File: config.mk
export PLATFORM = sky130hd
export DESIGN_NAME = ccm_ctr_serializer
export DESIGN_NICKNAME = d
export VERILOG_FILES = /design/src/rtl/ccm_pkg.sv /design/src/rtl/ccm_blk_shift.sv /design/src/rtl/ccm_ctr_serializer.sv
export SDC_FILE = /design/constraint.sdc
export NUM_CORES = 1
export LEC_CHECK = 0
export CELL_PAD_IN_SITES_DETAIL_PLACEMENT = 1
export CELL_PAD_IN_SITES_GLOBAL_PLACEMENT = 1
export CORE_AREA = 4 4 144 146
export DETAILED_ROUTE_END_ITERATION = 8
export DIE_AREA = 0 0 148 150
export GPL_TIMING_DRIVEN = 0
export PLACE_DENSITY = 0.79
export SLEW_MARGIN = 15
export SYNTH_ARGS = -nofsm -noshare
export SYNTH_HDL_FRONTEND = slang
export SYNTH_SLANG_ARGS = --single-unit
File: constraint.sdc
create_clock -name clk -period 2.4 [get_ports clk]
set_clock_uncertainty 0.15 [all_clocks]
set_input_delay 0.36 -clock clk [delete_from_list [all_inputs] [get_ports clk]]
set_output_delay 0.36 -clock clk [all_outputs]
set_load 0.05 [all_outputs]
File: src/rtl/ccm_pkg.sv
// ccm_pkg: shared widths and FSM encoding for the CCM CTR byte serializer
package ccm_pkg;
   localparam int AES_BLOCK_W     = 128;
   localparam int BYTE_W          = 8;
   localparam int BYTES_PER_BLOCK = AES_BLOCK_W / BYTE_W;
   typedef enum logic {IDLE, SEND} state_t;
endpackage

File: src/rtl/ccm_blk_shift.sv
// ccm_blk_shift: loadable block shift register (MSB byte first) with remaining-byte down-counter
//   clk, reset (async active-low); load/load_data/load_rem capture a block; shift drops the head byte
//   head = current MSB byte, rem_zero = head is the final byte of the block
module ccm_blk_shift
   import ccm_pkg::*;
#(
   parameter int WIDTH       = BYTE_W,
   parameter int WIDTH_BLOCK = AES_BLOCK_W,
   parameter int WIDTH_NB    = 4
) (
   input  logic                   clk,
   input  logic                   reset,
   input  logic                   load,
   input  logic [WIDTH_BLOCK-1:0] load_data,
   input  logic [WIDTH_NB-1:0]    load_rem,
   input  logic                   shift,
   output logic [WIDTH-1:0]       head,
   output logic                   rem_zero
);
   logic [WIDTH_BLOCK-1:0] shreg;
   logic [WIDTH_NB-1:0]    rem;
   assign head     = shreg[WIDTH_BLOCK-1 -: WIDTH];
   assign rem_zero = rem == '0;
   // load wins over shift so a block accepted on the final-byte edge replaces the drained one
   always_ff @(posedge clk or negedge reset)
      if (!reset) begin
         shreg <= '0;
         rem   <= '0;
      end else if (load) begin
         shreg <= load_data;
         rem   <= load_rem;
      end else if (shift) begin
         shreg <= shreg << WIDTH;
         rem   <= rem_zero ? rem : rem - WIDTH_NB'(1);
      end
endmodule

File: src/rtl/ccm_ctr_serializer.sv
// ccm_ctr_serializer: splits 128-bit blocks into an MSB-first byte stream for ccm_ctr_top
//   clk, reset (async active-low)
//   blk_data/blk_valid/blk_last/blk_nbytes/blk_ready: upstream block handshake (nbytes = valid bytes - 1 on last)
//   ccm_ready: downstream backpressure; input_data/input_en/input_last: byte stream
//   frame_bytes: saturating byte count of current/last frame; frame_done: pulse with input_last
module ccm_ctr_serializer
   import ccm_pkg::*;
#(
   parameter int WIDTH       = BYTE_W,
   parameter int WIDTH_BLOCK = AES_BLOCK_W,
   parameter int WIDTH_NB    = 4,
   parameter int WIDTH_FCNT  = 16
) (
   input  logic                   clk,
   input  logic                   reset,
   input  logic [WIDTH_BLOCK-1:0] blk_data,
   input  logic                   blk_valid,
   input  logic                   blk_last,
   input  logic [WIDTH_NB-1:0]    blk_nbytes,
   output logic                   blk_ready,
   input  logic                   ccm_ready,
   output logic [WIDTH-1:0]       input_data,
   output logic                   input_en,
   output logic                   input_last,
   output logic [WIDTH_FCNT-1:0]  frame_bytes,
   output logic                   frame_done
);
   state_t           state;
   logic             last_flag, fresh, rem_zero, emit, fin, acc;
   logic [WIDTH-1:0] head;
   assign emit      = state == SEND && ccm_ready;
   assign fin       = emit && rem_zero;
   assign blk_ready = reset && (state == IDLE || fin);
   assign acc       = blk_valid && blk_ready;
   ccm_blk_shift #(.WIDTH(WIDTH), .WIDTH_BLOCK(WIDTH_BLOCK), .WIDTH_NB(WIDTH_NB)) u_shift (
      .clk      (clk),
      .reset    (reset),
      .load     (acc),
      .load_data(blk_data),
      .load_rem (blk_last ? blk_nbytes : WIDTH_NB'(WIDTH_BLOCK / WIDTH - 1)),
      .shift    (emit),
      .head     (head),
      .rem_zero (rem_zero)
   );
   // fresh marks a finished frame: the next accept in IDLE clears the count, and a frame that
   // starts back-to-back on the final-byte edge restarts the count at 1 on its first byte
   always_ff @(posedge clk or negedge reset)
      if (!reset) begin
         state       <= IDLE;
         last_flag   <= 1'b0;
         fresh       <= 1'b0;
         input_data  <= '0;
         input_en    <= 1'b0;
         input_last  <= 1'b0;
         frame_done  <= 1'b0;
         frame_bytes <= '0;
      end else begin
         state       <= acc ? SEND : fin ? IDLE : state;
         last_flag   <= acc ? blk_last : last_flag;
         input_en    <= emit;
         input_last  <= fin && last_flag;
         frame_done  <= fin && last_flag;
         input_data  <= emit ? head : input_data;
         frame_bytes <= emit ? (fresh ? WIDTH_FCNT'(1) : &frame_bytes ? frame_bytes : frame_bytes + WIDTH_FCNT'(1))
                             : (acc && fresh ? '0 : frame_bytes);
         fresh       <= emit ? fin && last_flag : acc ? 1'b0 : fresh;
      end
endmodule

## Yosys cells after proc, flatten, opt, wreduce, memory -nomap -nowiden

Index checks and enable logic that the tools add are counted.
Widths: inputs -> output; s select.

- Register bits after elaboration: 161
- Input port bits: 137
- Word-level logic and storage cells: 42
- Bits in writable memories: 0
- Output and inout bits: 28
- ROM bits: 0
- Memories kept: 0
- Latch bits: 0

- $lt $le $gt $ge: 0
- Reduce and logical (&&, ||, !) cells: 14
- Equal/unequal tests: 2
- Shift-type cells: 0
- Mux-type cells: 14
- Divide/modulo/power cells: 0
- Bitwise operators: 1
- $add $sub $neg: 2
- Multiply operators: 0

Operators with widths:

| operator | number |
|---|---|
| $mux 128 | 2 |
| $mux 16 | 4 |
| $add 16x1->16 const B | 1 |
| $mux 4 | 4 |
| $reduce_and 16->1 | 1 |
| $logic_and 1x1->1 | 6 |
| $reduce_bool 2->1 | 3 |
| $logic_not 4->1 | 1 |
| $mux 1 | 4 |
| $reduce_and 2->1 | 2 |
| $sub 4x1->4 const B | 1 |
| $ne 3x3->1 const B | 1 |
| $ne 2x1->1 const B | 1 |
| $logic_or 1x1->1 | 1 |
| $not 1->1 | 1 |

## Logic depth before layout (Yosys ltp)

Gate-level depths: netlist (run 1).

- Depth in word-level cells: 8
- Gate-level depth with buffers: 9
- Depth with buffers taken out: 6

## By module

A second synthesis (run 1) with hierarchy kept.

- Cell total of the unflattened synthesis: 732
- Area total of the unflattened synthesis: 7,657.3 um^2

By module, submodules not included:

| module | instances | cells each | seq. area each (um^2) | area an instance (um^2) |
|---|---|---|---|---|
| ccm_blk_shift | 1 | 590 | 3,303.2 | 6,162.2 |
| ccm_ctr_serializer | 1 | 142 | 725.7 | 1,495.2 |

## Worst setup path before layout (run 1)

Ideal clock, no wire load.

- Path type: reg-to-reg
- Start: register frame_bytes[0]
- End: register frame_bytes[1]
- Arrival time: 2.138 ns
- Data required time: 2.120 ns
- Clock period less this slack: 2.418 ns
- Slack: -0.018 ns
- Path buffers: 1
- Cell stages (with the launch flop): 7
- Library setup time: 0.130 ns
- Path through: dfrtp_1 ha_1 nand4_4 or4_1 buf_2 a21boi_4 o21ai_0

- Word-level cells in the longest chain between the ends: 4
- Elaborated cells on any way between the ends: 7
- Those cells by class: add/sub (1); eq/ne (1); mux (3); reduce/logical (2)

RTL lines:

| what | RTL line | RTL |
|---|---|---|
| from (decl) | ccm_ctr_serializer.sv:25 | `output logic [WIDTH_FCNT-1:0] frame_bytes,` |
| from (signal assigned) | ccm_ctr_serializer.sv:64 | `frame_bytes <= emit ? (fresh ? WIDTH_FCNT'(1) : &frame_bytes ? frame_bytes : frame_bytes + WIDTH_FCNT'(1))` |
| $add 16x1->16 | ccm_ctr_serializer.sv:64 |  |
| $mux 16 (3 in a row) | ccm_ctr_serializer.sv:64 |  |

Several ways; a longest one is shown, not always the timed one. The select of a mux whose other input is x is not followed.
A chain may end at the register's enable or synchronous reset.

## Worst setup path in the final report (run 1)

- Start: register frame_bytes[2]
- End: output port frame_bytes[2]

No word-level cell between the ends.

==> results.sh, run 1 <==
export IMPL_status="finished, violations left"
export IMPL_violations="negative hold slack"
export IMPL_slowest_stage="clkdlybuf4s50_1"
export IMPL_crit_type="reg2out"
export IMPL_leakage_uw=0.00448
export IMPL_setup_viol=0
export IMPL_yosysTopAreaCellShare_pct=53.9
export IMPL_num_vias=6102
export IMPL_drv_cap=0
export IMPL_layout_common_cells="clkdlybuf4s50_1, dfrtp_1, nand2_1"
export IMPL_grt_max_degree=98
export IMPL_post_route_drc_count=0
export IMPL_max_clock_path_buffers=2
export IMPL_rsz0062_at_grt="yes"
export IMPL_hold_viol_final=93
export IMPL_ys_seq_area_share_pct=53.9
export IMPL_nets=1051
export IMPL_firstDrtPassIters=4
export IMPL_wl_met3_mm=1.03
export IMPL_hp_class="in2async"
export IMPL_ant_nets=0
export IMPL_critPathMaxStageDelay_ns=0.86
export IMPL_critPathMaxFanout=7
export IMPL_grt_pass1_wl_mm=35.3
export IMPL_drv_slew=0
export IMPL_grt_use_total_pct=20.0
export IMPL_startpoint_type="register"
export IMPL_synth_async_reset_ratio_pct=100
export IMPL_fmaxAchievable_ghz=0.436
export IMPL_syn_area_um2=7480
export IMPL_area_growth_pct=35.1
export IMPL_core_area_um2=19400
export IMPL_portBuffers=164
export IMPL_synth_cell_types=43
export IMPL_grt_overflow=0
export IMPL_dieWidth_um=148
export IMPL_clk_latency_ns=0.42
export IMPL_instances_no_fill=1187
export IMPL_synth_flop_cell="dfrtp_1"
export IMPL_arrival_ns=1.78
export IMPL_dr_max_layer_used="met5"
export IMPL_drive_gt1_share_pct=8.90
export IMPL_rows=51
export IMPL_wl_mm=21.6
export IMPL_end_kind="primary output"
export IMPL_ys_ff_latch=161
export IMPL_yosys_area_top_type="dfrtp_1"
export IMPL_post_route_period_util_pct=95.5
export IMPL_first_global_vias=6680
export IMPL_io_pins=165
export IMPL_worst_pin_slew_ns=0.765
export IMPL_cp_top_family="buffers and inverters"
export IMPL_drt_iter0_markers=230
export IMPL_cp_num_buf_inv=1
export IMPL_numCtsBuffers=17
export IMPL_p_total_uw=10100
export IMPL_synth_edf_count=0
export IMPL_yosysWarnings=0
export IMPL_clk_pin_slew_ns=0.06
export IMPL_place_hpwl_mm=15.9
export IMPL_power_density_nw_per_um2=1000
export IMPL_ir_drop_mv=0.492
export IMPL_avgSynthCellArea_um2=10.3
export IMPL_wl_met2_mm=10.9
export IMPL_dieArea_um2=22200
export IMPL_viasPerCell=5.14
export IMPL_htree_levels=4
export IMPL_fin_ws_ns=0.108
export IMPL_nFillCells=2191
export IMPL_placedCellCount=1155
export IMPL_slew_headroom_pct=48.8
export IMPL_root_buffer="clkbuf_16"
export IMPL_clock_sinks=161
export IMPL_syn_nets=865
export IMPL_gp_congestion=0.802
export IMPL_mostFrequentLayoutCell="clkdlybuf4s50_1"
export IMPL_dp_slack_ns=-0.648
export IMPL_finalCriticalPeriod_ns=2.29
export IMPL_cp_required_ns=1.89
export IMPL_wl_per_cell_um=18.2
export IMPL_antenna_found_initial=1
export IMPL_worstPathCellList="clkdlybuf4s50_1"
export IMPL_met1_length_mm=9.38
export IMPL_start_util_pct=38.6
export IMPL_cts_tree="done"
export IMPL_synth_cells=725
export IMPL_die_h_um=150
export IMPL_synthTopCellsByArea="dfrtp_1, mux2i_1, o21ai_0"
export IMPL_fin_hold_ws_ns=-0.222
sequential cells by signal, summed over array words and instances (netlist names):
name / count
input_data: 8
frame_done: 1
fresh: 1
state: 1
u_shift.shreg: 128
frame_bytes: 16
last_flag: 1
input_en: 1
u_shift.rem: 4
stage by stage:
step                 TNS, ns  util [%]  hold WS [ns]  area [um^2]
finish                     0      52.1        -0.222        10100
global route        -0.00785      52.1        -0.154        10100
CTS                        0      51.7        -0.148        10000
detailed placement    -67.94      48.9         0.296         9490
global placement    -1940.55      48.7         0.307         9460
floorplan                  0         -       -0.0856         7480
Yosys cell counts (2+ instances only):
| library cell | n |
|---|---|
| and3_1 | 3 |
| inv_1 | 9 |
| o311ai_0 | 3 |
| buf_4 | 2 |
| mux2i_1 | 121 |
| dfrtp_1 | 161 |
| nor4b_1 | 3 |
| nand4_1 | 3 |
| nand2_1 | 156 |
| or4_1 | 2 |
| a21oi_1 | 10 |
| ha_1 | 3 |
| buf_2 | 32 |
| a22o_1 | 8 |
| o41ai_1 | 3 |
| clkbuf_1 | 16 |
| o21a_1 | 4 |
| and3b_1 | 2 |
| o211ai_1 | 2 |
| o21ai_0 | 125 |
| nand3b_1 | 2 |
| nor2_1 | 2 |
| a31oi_1 | 8 |
| nand3_1 | 6 |
| nor3_1 | 14 |
| or2_2 | 2 |
| a211o_1 | 4 |
| nor4_1 | 4 |
worst paths after layout:
check / startpoint / to / slack [ns] / cells after the start
max in group asynchronous: reset / u_shift.shreg[34] / 1.51 / 2
setup / recovery: frame_bytes[2] / frame_bytes[2] / 0.11 / 1
setup reg to reg: frame_bytes[0] / frame_bytes[1] / 0.13 / 6
hold / removal: reset / input_data[0] / -0.22 / 1
hold reg to reg: input_data[0] / input_data[0] / 0.33 / 2
min in group clk: input_data[0] / input_data[0] / 0.33 / 2
metal layers:
metal | global-route usage, % | vias to the layer above
li1 | - | 2926
met1 | 25.9 | 3012
met3 | 3.85 | 19
met2 | 35.1 | 143
met4 | 4.71 | 2
met5 | 0 | -
where the power goes:
part | switching (uW) | total, uW | leakage [uW] | internal, uW
sequential | 692 | 4380 | 0.00210 | 3690
combinational | 1830 | 3260 | 0.00213 | 1440
clock | 1070 | 2480 | 0.000258 | 1410
total | 3590 | 10100 | 0.00448 | 6540
cell type report:
cell class                 count  area (um^2)  area share, %
buffer                        50          274           2.71
clock inverter                 5         31.3          0.309
multi-input combinational    505         3220           31.9
inverter                       9         33.8          0.334
antenna                        1         2.50         0.0248
timing repair buffer         167         1690           16.7
tap                          265          332           3.28
clock buffer                  24          492           4.87
sequential                   161         4030           39.9
repair_timing:
action / CTS / global route
buffers inserted: 0 / 2
endpoints found under the hold margin: 93 / 93
pin swaps: 0 / 1
resized for setup: 13 / 19
endpoints found under the setup margin: 131 / 136
kinds of logic after synthesis:
| logic type | share of synthesized area (%) |
|---|---|
| simple gates | 12.5 |
| fa+ha+maj | 0.502 |
| mux | 16.3 |
| buf+inv | 3.60 |
| flops | 53.9 |
| compound gates | 13.2 |
Power figures use the tool's default switching activity.
==> inputs of run 2 (changes only) <==
--- a/config.mk
+++ b/config.mk
@@ -11,8 +11,10 @@
 export DETAILED_ROUTE_END_ITERATION = 8
 export DIE_AREA = 0 0 148 150
 export GPL_TIMING_DRIVEN = 0
-export PLACE_DENSITY = 0.79
+export PLACE_DENSITY = 0.8
+export RECOVER_POWER = 50
 export SLEW_MARGIN = 15
 export SYNTH_ARGS = -nofsm -noshare
 export SYNTH_HDL_FRONTEND = slang
+export SYNTH_HIERARCHICAL = 1
 export SYNTH_SLANG_ARGS = --single-unit
==> run 2 against run 1 <==
  * The run still ends with negative hold slack left
  * Sequential share of layout area shrank 1.1 points
  * Hold slack lost 0.057 ns
  * Sequential cell count is the same
  * Final cell count rose by 0.93%
  * Fmax down 0.91%
  * Area after synthesis grew 2.4%
  * Largest cell class unchanged
  * Largest power group unchanged
  * Highest routed layer unchanged
==> results.sh, run 2 <==
export IMPL_status="finished, violations left"
export IMPL_violations="negative hold slack"
export IMPL_antenna_found_initial=3
export IMPL_placedCellCount=1162
export IMPL_synth_async_reset_ratio_pct=100
export IMPL_fin_hold_ws_ns=-0.279
export IMPL_synth_top_family_by_area="multiplexers"
export IMPL_crit_type="reg2out"
export IMPL_first_global_vias=6578
export IMPL_met1_length_mm=9.57
export IMPL_synth_cells=732
export IMPL_r2r_cells=8
export IMPL_instances_no_fill=1198
export IMPL_finalCriticalPeriod_ns=2.31
export IMPL_root_buffer="clkbuf_16"
export IMPL_worst_pin_slew_ns=1.33
export IMPL_portBuffers=164
export IMPL_post_route_drc_count=0
export IMPL_post_route_period_util_pct=96.4
export IMPL_leakage_uw=0.00451
export IMPL_wl_per_cell_um=18.0
export IMPL_power_density_nw_per_um2=1130
export IMPL_tns_ns=0
export IMPL_cp_required_ns=1.89
export IMPL_grt_pass1_wl_mm=34.8
export IMPL_slew_headroom_pct=11.5
export IMPL_crit_start="frame_bytes[7]"
export IMPL_largest_reg_flops=128
export IMPL_layout_common_cells="clkdlybuf4s50_1, dfrtp_1, nand2_1"
export IMPL_numCtsBuffers=17
export IMPL_synth_edf_count=0
export IMPL_mostFrequentLayoutCell="clkdlybuf4s50_1"
export IMPL_startpoint_type="register"
export IMPL_synth_commonest_cells="dfrtp_1, nand2_1, mux2i_1"
export IMPL_drv_cap=0
export IMPL_dr_max_layer_used="met5"
export IMPL_core_area_um2=19400
export IMPL_ys_seq_area_share_pct=52.6
export IMPL_nets=1058
export IMPL_syn_nets=871
export IMPL_area_growth_pct=35.7
export IMPL_dieWidth_um=148
export IMPL_htree_levels=4
export IMPL_start_util_pct=39.5
export IMPL_arrival_ns=1.80
export IMPL_yosysTopAreaCellShare_pct=52.6
export IMPL_cp_top_family="buffers and inverters"
export IMPL_worstPathCellList="clkdlybuf4s50_1"
export IMPL_num_vias=6126
export IMPL_ant_nets=0
export IMPL_synthSimpleGateAreaFrac_pct=12.3
export IMPL_clk_pin_slew_ns=0.07
export IMPL_cp_num_buf_inv=1
export IMPL_syn_area_um2=7660
export IMPL_timing_rr_end="u_shift/shreg[124]"
export IMPL_wl_met2_mm=10.9
export IMPL_setup_viol=0
export IMPL_rsz0062_at_grt="no"
export IMPL_drt_iter0_markers=178
export IMPL_yosys_area_top_type="dfrtp_1"
export IMPL_reg_top3="u_shift/shreg x128, frame_bytes x16, input_data x8"
export IMPL_grt_max_degree=102
export IMPL_r2r_slack_ns=0.16
export IMPL_cts_tree="done"
export IMPL_critPathMaxFanout=8
export IMPL_viasPerCell=5.11
export IMPL_die_h_um=150
export IMPL_p_total_uw=11700
export IMPL_drv_slew=0
export IMPL_clock_sinks=161
export IMPL_yosysMostFrequentCell="dfrtp_1"
export IMPL_ys_ff_latch=161
export IMPL_ir_drop_mv=0.454
export IMPL_place_hpwl_mm=15.7
export IMPL_rows=51
export IMPL_firstDrtPassIters=4
export IMPL_synth_cell_types=52
export IMPL_io_pins=165
export IMPL_synthTopCellsByArea="dfrtp_1, mux2i_1, nand2_1"
export IMPL_synth_compound_area_share_pct=12.1
export IMPL_fmaxAchievable_ghz=0.432
export IMPL_reg2reg_from="u_shift/rem[0]"
export IMPL_gp_congestion=0.771
export IMPL_drive_gt1_share_pct=11.6
export IMPL_end_kind="primary output"
export IMPL_yosys_area_share_adder_pct=0.327
export IMPL_grt_overflow=0
export IMPL_hold_viol_final=63
export IMPL_max_clock_path_buffers=2
export IMPL_clk_latency_ns=0.42
export IMPL_yosysWarnings=6
export IMPL_avgSynthCellArea_um2=10.5
export IMPL_top_register="u_shift/shreg"
export IMPL_wl_mm=21.5
export IMPL_synth_mux_area_share_pct=17.5
export IMPL_critPathMaxStageDelay_ns=0.87
export IMPL_slowest_stage="clkdlybuf4s50_1"
export IMPL_grt_use_total_pct=19.9
export IMPL_yosys_area_share_xor_xnor_pct=0
export IMPL_wl_met3_um=767
export IMPL_hp_class="in2async"
export IMPL_synth_flop_cell="dfrtp_1"
export IMPL_dieArea_um2=22200
## run 2: cell count changes in the layout (fill, tap and decap cells not counted), sizes merged, moves of 5 or more
cell	delta
nand2b	+14
a31oi	-6
a22o	-8
bufinv	+5
nor3	-9
nand2	-12
buf	+5
o21ai	+10
a21oi	-7
mux2	+8
## run 2: how the worst max path moves through the flow
stage | slack [ns] | depth (start not counted) | endpoint
global route | 0.02 | 1 | frame_bytes[7]
floorplan | 0.09 | 4 | frame_bytes[13]
detailed placement | -0.86 | 7 | u_shift/shreg[124]
finish | 0.09 | 1 | frame_bytes[7]
CTS | 0.01 | 6 | blk_ready
global placement | -6.35 | 6 | u_shift/shreg[9]
## run 2: layout make-up
class                   count  area (um^2)
flip-flops and latches    161         4030
well taps                 265          332
clock buffers              23          448
inverters                  11         41.3
repair buffers            168         1690
fillers                  2171         9010
clock inverters             9          180
diodes                      1         2.50
plain buffers              56          404
multi-input cells         504         3260
## run 2: stage by stage
step | setup WS [ns] | util (%) | cell area, um^2
after global placement | -6.35 | 49.6 | 9630
after floorplan | 0.0876 | - | 7660
after CTS | 0.0115 | 53.3 | 10300
after detailed placement | -0.858 | 49.8 | 9660
after global routing | 0.0152 | 53.6 | 10400
final | 0.0872 | 53.6 | 10400
## run 2: per-layer routing
metal / vias up / GRT usage (%)
met1: 3033 / 25.9
met2: 120 / 34.0
met5: - / 0
met4: 4 / 5.68
met3: 21 / 3.97
li1: 2948 / -
## run 2: power by group
group / leakage [uW] / internal, uW / switching, uW
logic: 0.00214 / 1910 / 2250
clock network: 0.000300 / 1850 / 1080
registers: 0.00207 / 3810 / 809
## run 2: timing repair
item | 4_1_cts | 5_1_grt
gates resized for setup | 30 | 21
endpoints found under the setup margin | 133 | 141
cloned | 0 | 1
pin swaps | 1 | 1
setup buffers | 2 | 0
endpoints found under the hold margin | 63 | 63
## run 2: cells by family (layout without fill, tap and decap cells)
group	count (synthesis)	count (layout)
AOI/OAI and AO/OA	167	167
and+or+nand+nor	202	202
adders and majority gates	2	2
buffers and inverters	67	267
DFF	161	161
muxes	133	133
other	0	1
==> inputs of run 3 (changes only) <==
--- a/config.mk
+++ b/config.mk
@@ -8,8 +8,10 @@
 export CELL_PAD_IN_SITES_DETAIL_PLACEMENT = 1
 export CELL_PAD_IN_SITES_GLOBAL_PLACEMENT = 1
 export CORE_AREA = 4 4 144 146
+export CTS_CLUSTER_SIZE = 12
 export DETAILED_ROUTE_END_ITERATION = 8
 export DIE_AREA = 0 0 148 150
+export GPL_ROUTABILITY_DRIVEN = 1
 export GPL_TIMING_DRIVEN = 0
 export PLACE_DENSITY = 0.8
 export RECOVER_POWER = 50
==> constraint.sdc (replaced) <==
create_clock -name clk -period 2.5 [get_ports clk]
set_clock_uncertainty 0.15 [all_clocks]
set_input_delay 0.375 -clock clk [delete_from_list [all_inputs] [get_ports clk]]
set_output_delay 0.375 -clock clk [all_outputs]
set_load 0.05 [all_outputs]
==> run 3 against run 2 <==
  * The run now ends clean
  * Via count hardly changed
  * Non-clock buffer count is 3 higher
  * Sequential cell count stayed put
  * Final area hardly changed
  * Clock-buffer cell count stayed put
  * Combinational power is 4% lower
  * Hold slack better by 0.28 ns
  * Critical path depth is 5 higher
  * Register-to-register slack better by 0.05 ns
  * First-iteration DRC count is 0.56% lower
==> results.sh, run 3 (synthesized netlist as in run 2, its figures left out) <==
export IMPL_htree_levels=4
export IMPL_fin_util_pct=53.6
export IMPL_reg2reg_from="u_shift/rem[0]"
export IMPL_finalCriticalPeriod_ns=2.37
export IMPL_finalInstanceArea_um2=10400
export IMPL_ir_drop_mv=0.434
export IMPL_leakage_uw=0.00452
export IMPL_place_hpwl_mm=15.7
export IMPL_hold_viol_final=0
export IMPL_mostFrequentLayoutCell="clkdlybuf4s50_1"
export IMPL_grt_overflow=0
export IMPL_wl_per_cell_um=17.8
export IMPL_root_buffer="clkbuf_16"
export IMPL_power_switching_uw=3970
export IMPL_r2r_slack_ns=0.21
export IMPL_num_vias=6123
export IMPL_ant_nets=0
export IMPL_timing_rr_end="u_shift/shreg[97]"
export IMPL_cp_required_ns=1.98
export IMPL_pwr_share_comb_pct=35.5
export IMPL_postPlaceCellArea_um2=9660
export IMPL_portBuffers=164
export IMPL_largest_reg_flops=128
export IMPL_grt_max_degree=102
export IMPL_postCtsHoldBufs=3
export IMPL_layout_common_cells="clkdlybuf4s50_1, dfrtp_1, nand2_1"
export IMPL_arrival_ns=1.85
export IMPL_top_register="u_shift/shreg"
export IMPL_start_util_pct=39.5
export IMPL_dieArea_um2=22200
export IMPL_fmaxAchievable_ghz=0.421
export IMPL_viasPerCell=5.10
export IMPL_setup_viol=0
export IMPL_r2r_cells=8
export IMPL_post_route_period_util_pct=95.0
export IMPL_instances_no_fill=1201
export IMPL_swShare_pct=35.3
export IMPL_worstPathCellList="inv_1, ha_2, nor3b_4, a21boi_1, nor2b_1, buf_4"
export IMPL_dp_slack_ns=-0.773
export IMPL_crit_type="reg2out"
export IMPL_power_density_nw_per_um2=1080
export IMPL_clk_pin_slew_ns=0.06
export IMPL_die_h_um=150
export IMPL_power_frac_clock_pct=25.0
export IMPL_post_route_drc_count=0
export IMPL_area_growth_pct=35.7
export IMPL_nets=1061
export IMPL_rows=51
export IMPL_critPathMaxStageDelay_ns=0.41
export IMPL_slew_headroom_pct=42.6
export IMPL_drt_iter0_markers=177
export IMPL_drv_cap=0
export IMPL_dieWidth_um=148
export IMPL_clock_sinks=161
export IMPL_drive_gt1_share_pct=11.4
export IMPL_core_area_um2=19400
export IMPL_critPathMaxFanout=4
export IMPL_fin_ws_ns=0.125
export IMPL_end_kind="primary output"
export IMPL_cp_top_family="flip-flops"
export IMPL_internal_power_uw=7270
export IMPL_clk_latency_ns=0.42
export IMPL_power_frac_seq_pct=39.5
export IMPL_placedCellCount=1162
export IMPL_grt_use_total_pct=20.0
export IMPL_first_global_vias=6590
export IMPL_antenna_found_initial=3
export IMPL_reg_top3="u_shift/shreg x128, frame_bytes x16, input_data x8"
export IMPL_numCtsBuffers=17
export IMPL_grt_pass1_wl_mm=34.9
export IMPL_drv_slew=0
export IMPL_io_pins=165
export IMPL_slowest_stage="dfrtp_1"
export IMPL_cp_num_buf_inv=2
export IMPL_max_clock_path_buffers=2
export IMPL_hp_class="in2async"
export IMPL_startpoint_type="register"
export IMPL_worst_pin_slew_ns=0.861
export IMPL_gp_congestion=0.771
export IMPL_cts_tree="done"
export IMPL_status="finished, final reports clean"
export IMPL_wl_mm=21.4
export IMPL_firstDrtPassIters=6
## run 3: cell types whose count changed in the layout (fill, tap and decap cells not counted), sizes merged
cell           delta
buf               -1
clkbuf            +2
clkdlybuf4s25     +1
dlygate4sd3       +1
## run 3: repair_timing
action / in CTS / in global routing
hold endpoints to repair: 63 / 98
setup buffers: 1 / 2
setup endpoints to repair: 133 / 137
gates resized for setup: 33 / 4
pin swaps: 1 / 0
## run 3: worst max-delay path by stage
| stage | startpoint | end | slack [ns] | cells after the start |
|---|---|---|---|---|
| global route | u_shift/rem[0] | blk_ready | -0.007 | 6 |
| floorplan | frame_bytes[2] | frame_bytes[13] | 0.19 | 4 |
| finish | u_shift/rem[0] | blk_ready | 0.13 | 6 |
| CTS | u_shift/rem[0] | blk_ready | 0.0009 | 6 |
| global placement | reset | u_shift/shreg[9] | -6.27 | 6 |
| detailed placement | reset | u_shift/shreg[124] | -0.77 | 7 |
## run 3: area by class of cell
cell class,count,area (um^2)
diodes,1,2.50
multi-input cells,504,3250
clock buffers,23,448
repair buffers,171,1710
plain buffers,56,392
inverters,11,41.3
fillers,2168,9010
flip-flops and latches,161,4030
clock inverters,9,180
well taps,265,332
## run 3: metal layers
layer  global-route usage [%]  vias up  part of all wire (%)
li1                         -     2951                     -
met1                     26.1     3021                    45
met2                     34.0      125                    50
met3                     3.97       22                   3.7
met4                     5.68        4                   1.4
met5                        0        -                  0.16
## run 3: through the flow
stage / hold slack (ns) / power [uW] / TNS (ns)
after CTS: -0.134 / 11300 / 0
after global placement: 0.339 / 8210 / -1855.56
after global routing: 0.0613 / 12000 / -0.00694
final: 0.000159 / 11200 / 0
after detailed placement: 0.197 / 8410 / -72.86
after floorplan: -0.0706 / 7010 / 0
## run 3: power by group through the flow
| stage | Clock (uW) | Sequential [uW] | Combinational [uW] |
|---|---|---|---|
| 6_report | 2810 | 4440 | 3990 |
| 5_1_grt | 3000 | 4570 | 4440 |
| 4_1_cts | 2880 | 4430 | 4030 |
| 3_5_place_dp | 0 | 4450 | 3960 |
| 3_3_place_gp | 0 | 4420 | 3790 |
| 2_1_floorplan | 0 | 4630 | 2380 |
